==> config.mk <==
export PLATFORM = sky130hd
export DESIGN_NAME = jtag_dpacc_dr
export DESIGN_NICKNAME = d
export VERILOG_FILES = /design/src/rtl/jtag_dpacc_dr.sv
export SDC_FILE = /design/constraint.sdc
export NUM_CORES = 1
export LEC_CHECK = 0
export ABC_AREA = 1
export CORE_MARGIN = 10
export CORE_UTILIZATION = 35
export CTS_CLUSTER_DIAMETER = 200
export DETAILED_ROUTE_END_ITERATION = 8
export SKIP_LAST_GASP = 1
export SYNTH_ARGS = -nofsm -noshare
export SYNTH_HDL_FRONTEND = slang
export SYNTH_SLANG_ARGS = --single-unit
==> constraint.sdc <==
create_clock -name tck -period 8.8 [get_ports tck]
set_input_delay 2.2 -clock tck [delete_from_list [all_inputs] [get_ports tck]]
set_output_delay 2.2 -clock tck [all_outputs]
set_load 0.02 [all_outputs]
==> src/rtl/jtag_dpacc_dr.sv <==
// jtag_dpacc_dr: JTAG debug-port access data register bridging scan commands onto a req/ack bus.
module jtag_dpacc_dr #(
  parameter int ADDR_WIDTH = 8,
  parameter int DATA_WIDTH = 32
) (
  input  logic                  tck,
  input  logic                  trst,
  input  logic                  tdi,
  input  logic                  state_test_logic_reset,
  input  logic                  state_capture_dr,
  input  logic                  state_shift_dr,
  input  logic                  state_update_dr,
  input  logic                  insn_jdpacc_select,
  output logic                  jdpacc_tdo,
  output logic                  dp_req,
  output logic                  dp_write,
  output logic [ADDR_WIDTH-1:0] dp_addr,
  output logic [DATA_WIDTH-1:0] dp_wdata,
  input  logic                  dp_ack,
  input  logic                  dp_err,
  input  logic [DATA_WIDTH-1:0] dp_rdata
);
  localparam int DR_WIDTH = 2 + ADDR_WIDTH + DATA_WIDTH;
  typedef enum logic {IDLE, REQ} state_t;
  state_t state_q, state_d;
  logic [DR_WIDTH-1:0] dr_q, dr_d;
  logic [DATA_WIDTH-1:0] rdata_q, rdata_d, wdata_q, wdata_d;
  logic [ADDR_WIDTH-1:0] addr_q, addr_d;
  logic err_q, err_d, write_q, write_d, busy;
  logic [1:0] op;
  logic upd, acc, ack, accept, overrun;
  assign op = dr_q[1:0];
  assign upd = insn_jdpacc_select & state_update_dr;
  assign acc = upd & (op[0] ^ op[1]);
  assign ack = dp_ack & (state_q == REQ);
  // Busy is judged after this cycle's ack, so an update coinciding with ack chains back-to-back.
  assign accept = acc & ((state_q == IDLE) | dp_ack);
  assign overrun = acc & ~accept;
  always_ff @(posedge tck or posedge trst)
    if (trst) state_q <= IDLE;
    else if (state_test_logic_reset) state_q <= IDLE;
    else state_q <= state_d;
  always_comb state_d = accept ? REQ : ack ? IDLE : state_q;
  always_comb begin
    busy = state_q == REQ;
    dp_req = busy;
  end
  always_comb begin
    dr_d = !insn_jdpacc_select ? dr_q
         : state_capture_dr ? {{ADDR_WIDTH{1'b0}}, rdata_q, err_q, busy}
         : state_shift_dr ? {tdi, dr_q[DR_WIDTH-1:1]} : dr_q;
    rdata_d = (ack & ~write_q) ? dp_rdata : rdata_q;
    err_d = ((ack & dp_err) | overrun) ? 1'b1 : (upd & op == 2'b11) ? 1'b0 : err_q;
    addr_d = accept ? dr_q[ADDR_WIDTH+1:2] : addr_q;
    wdata_d = accept ? dr_q[DR_WIDTH-1:ADDR_WIDTH+2] : wdata_q;
    write_d = accept ? op[1] : write_q;
  end
  always_ff @(posedge tck or posedge trst)
    if (trst) begin
      dr_q <= '0;
      rdata_q <= '0;
      err_q <= 1'b0;
      addr_q <= '0;
      wdata_q <= '0;
      write_q <= 1'b0;
    end else if (state_test_logic_reset) begin
      dr_q <= '0;
      rdata_q <= '0;
      err_q <= 1'b0;
      addr_q <= '0;
      wdata_q <= '0;
      write_q <= 1'b0;
    end else begin
      dr_q <= dr_d;
      rdata_q <= rdata_d;
      err_q <= err_d;
      addr_q <= addr_d;
      wdata_q <= wdata_d;
      write_q <= write_d;
    end
  assign jdpacc_tdo = dr_q[0];
  assign dp_write = write_q;
  assign dp_addr = addr_q;
  assign dp_wdata = wdata_q;
endmodule

# Word level (Yosys, flattened, before mapping)
# Index checks and enable logic that the tools add are counted.
[word_totals]
ram_bits = 0
elab_cells = 47
mem_bits_ro = 0
input_bits = 42
output_inout_bits = 43
latchBits = 0
regBits = 117
n_memories = 0
[classes]
n_div = 0
addsub = 0
shift = 0
eq_ne = 1
bitwise = 14
reduce_logical = 7
mul = 0
order_cmp = 0
mux = 18
[ops]
columns = ["operator", "count"]
rows = [
  ["$mux W42", 4],
  ["$mux W32", 4],
  ["$mux W8", 2],
  ["$reduce_bool A3 Y1", 3],
  ["$and A1 B1 Y1", 8],
  ["$mux W1", 8],
  ["$reduce_bool A2 Y1", 3],
  ["$not A1 Y1", 3],
  ["$eq A2 B2 Y1 const B", 1],
  ["$or A1 B1 Y1", 2],
  ["$reduce_and A2 Y1", 1],
  ["$xor A1 B1 Y1", 1],
]

# Logic depth before layout (Yosys ltp)
[logic_depth]
depth_word = 8
mapped_depth = 7
depth_no_buf = 6

# Worst setup path before layout
# No wires, ideal clock.
[synth_path]
path_kind = "input-to-reg"
from = "input port state_capture_dr"
to = "register dr_q[0]"
setup_ns = 0.118
path_slack_ns = 5.714
t_required_ns = 8.682
path_buffers = 2
arrival_time_ns = 2.968
stages = 6
path_cell_list = "buf_2 -> o21ai_4 -> nand2_2 -> buf_4 -> nand3_1 -> nand2_1"
[synth_via]
elab_chain_cells = 3
word_cells_on_any_way = 5
cone_classes = "mux (3); reduce/logical (2)"
[synth_lines]
columns = ["item", "line", "text"]
rows = [
  ["start, declared", "10", "input logic state_capture_dr,"],
  ["$mux W42", "50", ": state_capture_dr ? {{ADDR_WIDTH{1'b0}}, rdata_q, err_q, busy}"],
  ["$mux W42", "49", "dr_d = !insn_jdpacc_select ? dr_q"],
  ["$mux W42", "66", "end else if (state_test_logic_reset) begin"],
  ["end signal, assigned", "74", "dr_q <= dr_d;"],
  ["end, declared", "26", "logic [DR_WIDTH-1:0] dr_q, dr_d;"],
]
# Several ways; a longest one is shown, not always the timed one. The select of a mux whose other input is x is not followed.
# A chain may end at the register's enable or synchronous reset.

# Final worst setup path
[layout_path]
from = "input port insn_jdpacc_select"
to = "register wdata_q[0], in the netlist dp_wdata[0]"
[layout_via]
elab_chain_cells = 4
[layout_lines]
columns = ["item", "line", "text"]
rows = [
  ["start, declared", "13", "input logic insn_jdpacc_select,"],
  ["$and A1 B1 Y1", "33", "assign upd = insn_jdpacc_select & state_update_dr;"],
  ["$and A1 B1 Y1", "34", "assign acc = upd & (op[0] ^ op[1]);"],
  ["$and A1 B1 Y1", "37", "assign accept = acc & ((state_q == IDLE) | dp_ack);"],
  ["$reduce_bool A2 Y1 (no source line)", "-", ""],
  ["end signal, assigned", "78", "wdata_q <= wdata_d;"],
  ["end, declared", "27", "logic [DATA_WIDTH-1:0] rdata_q, rdata_d, wdata_q, wdata_d;"],
]
# No other way between the ends.

==> results.py <==
metrics = {
    "run_status": {
        "outcome": "finished clean",
    },
    "power_and_ir_drop": {
        "peakVddDrop_mv": 0.1355,
        "power.density_mw_per_mm2": 193.8,
        "leakagePower_nw": 3.344,
    },
    "global_routing": {
        "grt-ovfl-total": 0,
        "grt_max_degree": 98,
        "grt_pass1_wl_mm": 23.00,
        "grt_pass1_vias": 4569,
        "grt_usage": 0.1389,
        "grt_antenna_before_repair": 0,
    },
    "floorplan": {
        "initial_core_util": 0.3615,
        "die_y_um": 143.2,
        "num_rows": 44,
        "die-area_sq_mm": 0.02051,
        "ios": 85,
        "dieWidth_um": 143.2,
        "core_area_sq_mm": 0.01470,
    },
    "clock_tree": {
        "clk_pin_slew_ns": 0.05,
        "clkLatencyLatePin_ns": 0.41,
        "postCtsSetupBuffers": 0,
        "cts_resized": 0,
        "clock_path_buffers": 2,
        "root_buffer": "clkbuf_16",
        "cts.sinks": 117,
        "cts_buffers": 17,
        "cts_hold_repair.buffers": 0,
        "htree_levels": 4,
        "cts_tree": "done",
    },
    "critical_path": {
        "reg2reg_slack_ns": 5.93,
        "cp_slowest_cell": "clkinv_1",
        "critPathCaptureType": "register",
        "crit_path_start_kind": "input port",
        "crit_chain": "clkdlybuf4s50_1 > nand3_1 > clkinv_1 > nand2_1 > buf_4 > nand3_1 > nand2_1",
        "criticalPathCategory": "in -> reg",
        "critPathMaxFanout": 42,
        "path_buf_inv": 3,
        "ff2ff_path_depth": 7,
        "required_ns": 9.14,
        "cp.arrival_ns": 4.83,
        "rr_endpoint": "dp_wdata[0]",
        "slowest_delay_ns": 0.98,
        "worstReg2RegStart": "dr_q[0]",
        "cp_top_family": "buffers and inverters",
    },
    "detailed_routing": {
        "drc": 0,
        "drt-total-wl_mm": 13.96,
        "dr.pass1.iters": 5,
        "viasPerCell": 5.029,
        "num_vias": 4491,
        "drt_iter0_drc": 422,
        "ant_nets": 0,
        "wire_per_inst_um": 15.64,
    },
    "synthesis": {
        "ys_top_cells_by_area": "dfrtp_1 55%, nand3_1 14%, nand2_1 14%",
        "synth_cell_type_count": 19,
        "ys_seq_area_frac": 0.5510,
        "yosysTopAreaCell": "dfrtp_1",
        "syn_inst": 641,
        "ys_seq_elements": 117,
        "postSynthAreaPerCell_sq_um": 8.290,
        "syn_nets": 684,
        "yosysWarningCount": 0,
        "synth_area_sq_mm": 0.005314,
        "yosysTopAreaCellShare": 0.5510,
    },
    "sta": {
        "rsz0062_at_grt": "no",
        "layout_setup_ws_ns": 4.312,
        "fin_tns_setup_ns": 0,
        "slew_headroom": 0.1489,
        "period_share": 0.5100,
        "clock_skew_ns": 0.009407,
        "min_period_ns": 4.488,
        "setup_violations": 0,
        "fmax_mhz": 222.8,
        "tightest_slew_ns": 1.269,
        "drv_slew": 0,
        "hold_viol": 0,
    },
    "cells_and_area": {
        "area_growth_syn_to_layout_pct": 28.04,
        "diodes": 0,
        "drive_gt1_frac": 0.06065,
        "nNetsFinal": 739,
    },
    "place": {
        "hpwl_mm": 8.470,
        "gp_congestion": 0.7596,
        "place_ws_ns": 3.881,
        "portBuffers": 84,
    },
    "min_path": {
        "hold_path.class": "reg -> reg",
        "worstHoldPathCells": 2,
        "min_from": "dp_wdata[29]",
        "whs_endpoint": "dp_wdata[29]",
    },
    "job": {
        "maxCapViolations": 0,
    },
}
cell type report:
class	count	area, sq um
inverters	38	150.1
flip-flops and latches	117	2928
multi-input cells	432	1997
clock buffers	23	467.9
fillers	1427	7895
well taps	184	230.2
repair buffers	90	880.8
clock inverters	9	150.1
state kept, by name, indices dropped and copies added, names as in the netlist:
register and flops:
dp_wdata 32, dr_q 42, rdata_q 32, dp_addr 8
err_q 1, dp_req 1, dp_write 1
logic make-up after synthesis:
group	Yosys count	synth area share
AO/OA/AOI/OAI	36	0.03602
flip-flops	117	0.5510
AND/OR/NAND/NOR	395	0.3369
buffers and inverters	92	0.07370
adder cells (fa/ha/maj)	1	0.002354
cell usage after synthesis, drive strengths merged:
master / count
ha: 1
inv: 37
o21ai: 35
nand4: 41
nand3: 153
nand3b: 1
clkinv: 1
or2: 1
buf: 42
a21oi: 1
dfrtp: 117
nand2: 193
clkbuf: 12
nor2: 6
worst min-delay path, stage by stage (launching register included):
cell	delay [ns]
dfrtp_1	0.34
nand3_1	0.07
nand2_1	0.05
report_power, final:
group	switching [W]	total, W	internal (W)
Clock	0.000235	0.000722	0.000487
Combinational	0.0000390	0.0000575	0.0000184
Sequential	0.000000242	0.000539	0.000539
metal layers:
metal  GRT usage  up-vias  part of all wire
li1            -     2247                 -
met4     0.04621        0             0.011
met3     0.04212       13             0.059
met5           0        -                 0
met1      0.1659     2117              0.44
met2      0.2335      114              0.49
layout by cell type (no fill, tap or decap), drive strengths merged:
| cell | count |
|---|---|
| nand2 | 193 |
| nand3 | 153 |
| dfrtp | 117 |
| clkdlybuf4s50 | 83 |
| nand4 | 41 |
| inv | 37 |
| o21ai | 35 |
| clkbuf | 23 |
| buf | 7 |
| nor2 | 6 |
| bufinv | 4 |
| clkinv | 4 |
| clkinvlp | 2 |
| nand3b | 1 |
| or2 | 1 |
| a21oi | 1 |
| ha | 1 |
per-stage QoR:
step	util	instance area, sq um	total power, W	hold WS (ns)	std cells
floorplan	-	5314	0.0005812	0.4645	641
global placement	0.4208	6186	0.0006063	0.4854	861
detailed placement	0.4208	6186	0.0006066	0.4881	861
CTS	0.4629	6804	0.001333	0.5003	893
global route	0.4629	6804	0.001363	0.5227	893
finish	0.4629	6804	0.001318	0.4926	893
how the worst max path moves through the flow:
stage	startpoint	endpoint	depth (start not counted)
6_report	insn_jdpacc_select	dp_wdata[0]	7
5_1_grt	insn_jdpacc_select	dp_wdata[22]	7
4_1_cts	insn_jdpacc_select	dp_wdata[0]	7
3_5_place_dp	insn_jdpacc_select	dp_wdata[8]	7
3_3_place_gp	insn_jdpacc_select	dp_addr[6]	7
2_1_floorplan	trst	dp_addr[0]	1
Power figures use the tool's default switching activity.
